### src/rtl/sp_ram_burst_ctrl.sv
// Burst initiator for a single-port, write-first, async-read RAM.
// Streams write beats into the RAM and read beats out of it.
module sp_ram_burst_ctrl #(
  parameter  int DW    = 8,
  parameter  int WORDS = 256,
  localparam int AW    = $clog2(WORDS),
  localparam int LW    = $clog2(WORDS + 1)
) (
  input  logic          clk,
  input  logic          rst_n,
  input  logic          cmd_valid,
  output logic          cmd_ready,
  input  logic          cmd_write,
  input  logic [AW-1:0] cmd_addr,
  input  logic [LW-1:0] cmd_len,
  input  logic          s_valid,
  output logic          s_ready,
  input  logic [DW-1:0] s_data,
  output logic          m_valid,
  input  logic          m_ready,
  output logic [DW-1:0] m_data,
  output logic          busy,
  output logic          done,
  output logic [AW-1:0] ram_addr,
  output logic          ram_we,
  output logic [DW-1:0] ram_din,
  input  logic [DW-1:0] ram_qout
);

  typedef enum logic [1:0] {
    IDLE,
    RD,
    WR,
    FIN
  } state_e;

  state_e        state_q;
  logic [AW-1:0] ptr_q;
  logic [AW-1:0] ptr_d;
  logic [LW-1:0] rem_q;
  logic [LW-1:0] frem_q;
  logic          m_valid_q;
  logic [DW-1:0] m_data_q;
  logic          done_q;

  logic in_wr;
  logic in_rd;
  logic wr_hs;
  logic ld;
  logic m_hs;

  // Handshake decode and wrapping pointer increment
  always_comb begin
    in_wr = (state_q == WR);
    in_rd = (state_q == RD);
    ptr_d = (ptr_q == AW'(WORDS - 1)) ? '0 : ptr_q + 1'b1;
    wr_hs = in_wr && s_valid && (rem_q != '0);
    ld    = in_rd && (frem_q != '0) && (!m_valid_q || m_ready);
    m_hs  = m_valid_q && m_ready;
  end

  assign cmd_ready = rst_n && (state_q == IDLE);
  assign s_ready   = in_wr && (rem_q != '0);
  assign ram_we    = wr_hs;
  assign ram_addr  = (in_wr || in_rd) ? ptr_q : '0;
  assign ram_din   = in_wr ? s_data : '0;
  assign m_valid   = m_valid_q;
  assign m_data    = m_data_q;
  assign busy      = (state_q != IDLE);
  assign done      = done_q;

  // Burst FSM: pointer, beat counters, read output register, done pulse
  always_ff @(posedge clk or negedge rst_n) begin
    if (!rst_n) begin
      state_q   <= IDLE;
      ptr_q     <= '0;
      rem_q     <= '0;
      frem_q    <= '0;
      m_valid_q <= 1'b0;
      m_data_q  <= '0;
      done_q    <= 1'b0;
    end else begin
      done_q <= 1'b0;
      unique case (state_q)
        IDLE: begin
          if (cmd_valid) begin
            ptr_q  <= cmd_addr;
            rem_q  <= cmd_len;
            frem_q <= cmd_len;
            if (cmd_len == '0) begin
              state_q <= FIN;
              done_q  <= 1'b1;
            end else begin
              state_q <= cmd_write ? WR : RD;
            end
          end
        end
        WR: begin
          if (wr_hs) begin
            ptr_q <= ptr_d;
            rem_q <= rem_q - 1'b1;
            if (rem_q == LW'(1)) begin
              state_q <= FIN;
              done_q  <= 1'b1;
            end
          end
        end
        RD: begin
          if (ld) begin
            m_data_q  <= ram_qout;
            m_valid_q <= 1'b1;
            ptr_q     <= ptr_d;
            frem_q    <= frem_q - 1'b1;
          end else if (m_hs) begin
            m_valid_q <= 1'b0;
          end
          if (m_hs) begin
            rem_q <= rem_q - 1'b1;
            if (rem_q == LW'(1)) begin
              state_q <= FIN;
              done_q  <= 1'b1;
            end
          end
        end
        FIN: begin
          state_q <= IDLE;
        end
        default: begin
          state_q <= IDLE;
        end
      endcase
    end
  end

endmodule

### config.mk
export PLATFORM = sky130hd
export DESIGN_NAME = sp_ram_burst_ctrl
export DESIGN_NICKNAME = d
export VERILOG_FILES = /design/src/rtl/sp_ram_burst_ctrl.sv
export SDC_FILE = /design/constraint.sdc
export NUM_CORES = 1
export LEC_CHECK = 0
export CAP_MARGIN = 20
export CORE_ASPECT_RATIO = 1.1
export CORE_UTILIZATION = 49
export DETAILED_ROUTE_END_ITERATION = 7
export MAX_ROUTING_LAYER = met4
export PLACE_DENSITY_LB_ADDON = 0.3
export SYNTH_ARGS = -nofsm -noshare
export SYNTH_HDL_FRONTEND = slang
export SYNTH_SLANG_ARGS = --single-unit
### constraint.sdc
create_clock -name clk -period 2.6 [get_ports clk]
set_clock_uncertainty 0.05 [all_clocks]
set_input_delay 0.65 -clock clk [delete_from_list [all_inputs] [get_ports clk]]
set_output_delay 0.65 -clock clk [all_outputs]
set_load 0.02 [all_outputs]
==> results <==
- The run finished with clean final reports.
- The total standard cell area after synthesis is 2510 sq um.
- The top cell types in the final layout, fill and taps aside, are clkdlybuf4s50_1, dfrtp_1, nor2_1.
- The floorplan step defined a die boundary enclosing between 5000 and 6000 sq um.
- Compared with the post-synthesis result, the final layout area differs by 41.5%.
- Summing over every cut layer, the via total after detailed routing is about 2500.
- The number of max-slew violations in the final report came to 0.
- STA classifies the critical path endpoint as an output port.
- Synthesis inferred 38 register bits.
- The maximum level of the CTS H-tree is 2.
- In this run the worst hold path is classified as primary input to asynchronous set/reset pin.
- The remaining global-route overflow is 0.
- For this block, the routed nets add up to 6.76 mm of wire.
- Clock latency on the worst-skew pair, taken at its later pin, is approximately 0.29 ns.
- The net count of the finished layout is ~420.
- Power comes to roughly 5.0 mW.
- Before CTS, the worst setup slack after placement is -0.0771 ns.
- The HPWL reported at the end of detailed placement is between 4 and 5 mm.
- The port buffer count is between 60 and 70.
- The areal power density over the cells is 1420 nW/um^2.
- Of the total power, the clock network draws around an eighth.
- The proportion of synthesized chip area in sequential cells is 37.8%.
- The number of flops mapped to enable cells by yosys is 0.
- The critical path class is flop to output port.
- STA puts the critical path data required time at about 1.9 ns.
- After clock tree synthesis, the clock-pin slew on the worst setup and hold paths is 0.08 ns.
- The number of nets handed over by synthesis was 330.
- For this block, wires on met1 add up to around 2.8 mm.
- The y dimension of the die is around 77 um.
- Of the available clock period, the critical path in the final layout requires slightly below 100%.
- The via count of the first global-routing pass is about 2400.
- The post-route core utilization is about three quarters.
- The count of inserted antenna diode cells is 0.
- The placeable core area is about 4800 sq um.
- The placed instance area is around 3400 sq um.
- Traced cell by cell, the critical path runs through inv_1 -> ha_4 -> and2_1 -> clkdlybuf4s50_1.
- The total iterations of the first detailed-routing run is 5.
- The via density per instance is ~5.9.
- The CTS tree is done.
- Yosys printed 0 warnings.
- The worst relative slew slack is 66.3%.
- The switching fraction of total power is between 40% and 50%.
- In this run the count of I/O pins placed on the die edge is 69.
- Detailed routing placed a total of approximately 440 um of wire on met3.
- The floorplan step set the die width to between 70 and 80 um.
- The number of sinks handled by clock tree synthesis is 38.
- Combinational cells account for a little under two thirds of the total power.
- In the final routed layout, each cell accounts on average for 15.9 um.
- The worst path needs between 2 and 3 ns of the cycle, external delays included.
- The first global-routing pass estimated between 10 and 15 mm of wire.
- Setup repair after global routing left no endpoint under its margin.
- The switching power is ~2.2 mW.
- After synthesis, the share of flip-flops with an asynchronous set or reset is 100%.
- Summed over all cells, the static leakage comes to 1.66 nW.
- Derived from the worst setup path, the maximum achievable clock frequency is 398 MHz.
- The number of antenna-violating nets in the routed design is 0.
- For this configuration, the core starts out at a cell density of a little over half.
- The floorplan has 26 rows.
- The beginning of the worst register-to-register path is frem_q[0].
- The overall fraction of global-route tracks in use is 26.4%.
- The worst reg-to-reg path cell count is 8.
- The total CTS buffers is 5.
- Routed signal wires occupy layers up through met4.
- The number of hold violations in the final report came to 0.
- The tool flagged a number of max-cap violations equal to 0.
- The library cell used most frequently in the layout, excluding fill and tap cells, is clkdlybuf4s50_1.
- For this run, the leading register cell type out of synthesis is dfrtp_1.
- The slew at the pin with the worst max-slew slack is about 0.50 ns.
- Entering global routing, the biggest net connects 39 pins.
- The data arrival time of the critical path is around 1.8 ns.
- The maximum single-stage delay on the critical path is ~0.60 ns.
- In the synthesized netlist, the number of instances is ~280.
- The routed design uses around 3.4 mm of met2 wire.
- The synthesized netlist contains 56 unique library cells.
- The kind of launch point of the worst setup path is a flop.
- The endpoint identified for the worst register-to-register timing path is frem_q[0].
- The hold buffer count at cts is 0.
- The cell with the largest stage delay on the worst path is clkdlybuf4s50_1.
- Internal power comes to 2.83 mW.
- Once layout is done, the placed cells without fillers occupy about 3600 sq um.
- The cell sitting at the root of the clock tree is a clkbuf_8.
- The first routing iteration left between 200 and 300 violations.
- The worst path meets setup with between 0.08 and 0.09 ns of slack.
- The average size of a mapped cell is 8.91 sq um.
- Across all hold checks on the routed design, the worst slack comes to about 0.42 ns.
- The longest clock path from root to sink contains 2 buffers.
- The initial antenna violation count is 0.
- The register-to-register setup slack is 0.23 ns.
- The last weighted congestion value of the routability-driven placer is 0.897.
- The largest fanout of any net on the critical path is 11.
- In this run, flip-flops and latches consume between 20% and 30% of the power.
- Setup violations remaining at the end of the flow were counted as 0.
- In the final layout, the share of cells above drive strength 1 is 16.3%.
- The number of remaining DRC errors is 0.
- The maximum vdd ir drop is about 0.0010 V.
[layer usage]
layer	up-vias	track usage [%]
met2	125	44.4
li1	1192	-
met5	-	-
met1	1185	31.9
met4	0	8.60
met3	11	4.86
[how the worst max path moves through the flow]
stage                     from          end  slack (ns)
detailed placement     s_valid       ram_we       -0.08
CTS                 state_q[0]   ram_din[5]       -0.05
global route        state_q[0]    cmd_ready        0.01
floorplan           state_q[0]  ram_addr[5]        0.39
finish              state_q[0]    cmd_ready        0.09
global placement       s_valid       ram_we       -0.08
[cell families after synthesis]
kind of cell,share of synthesized area (%)
adders and majority gates,4.48
buffers and inverters,5.28
AOI/OAI and AO/OA,21.9
and+or+nand+nor,24.1
DFF,37.8
muxes,6.42
[cell type report]
type,instances,area [sq um]
fillers,366,1230
clock inverters,2,60.1
inverters,18,67.6
repair buffers,91,876
well taps,56,70.1
multi-input cells,214,1450
flip-flops and latches,38,951
clock buffers,6,82.6
[critical path, delay by kind of cell (launching register included)]
| family | cells | cell delay (ns) |
|---|---|---|
| adders and majority gates | 1 | 0.21 |
| DFF | 1 | 0.41 |
| buffers and inverters | 2 | 0.75 |
| and+or+nand+nor | 1 | 0.14 |
[cells in the mapped netlist (all sizes together), types with 4 or more instances]
master,n,area [sq um]
a21oi,17,85.1
a221oi,6,65.1
a22o,4,35.0
and2,16,100
buf,6,42.5
clkbuf,6,22.5
dfrtp,38,951
ha,9,113
inv,17,63.8
mux2,9,101
mux2i,6,60.1
nand2,17,63.8
nand2b,4,25.0
nand3,12,60.1
nor2,27,101
nor3,7,35.0
nor3b,4,30.0
nor4,6,37.5
o21ai,22,133
or3,4,25.0
[stage by stage]
step	TNS [ns]	instances
5_1_grt	0	425
4_1_cts	-0.240	425
3_5_place_dp	-0.0771	417
2_1_floorplan	0	282
6_report	0	425
3_3_place_gp	-0.0826	417
[power groups by stage]
stage / sequential (mW) / clock, mW / combinational [mW]
2_1_floorplan: 1.23 / 0 / 1.97
3_3_place_gp: 1.16 / 0 / 3.13
3_5_place_dp: 1.18 / 0 / 3.22
4_1_cts: 1.18 / 0.640 / 3.25
5_1_grt: 1.23 / 0.660 / 3.52
6_report: 1.20 / 0.628 / 3.22
[state kept, by name, indices dropped and copies added, names as in the netlist]
signal   count
rem_q        9
done         1
m_valid      1
ptr_q        8
state_q      2
m_data       8
frem_q       9
[timing repair]
item,4_1_cts,5_1_grt
gates resized for setup,13,11
setup endpoints to repair,13,11
setup buffers,0,0
No activity file was read; power rests on OpenSTA's default activity.
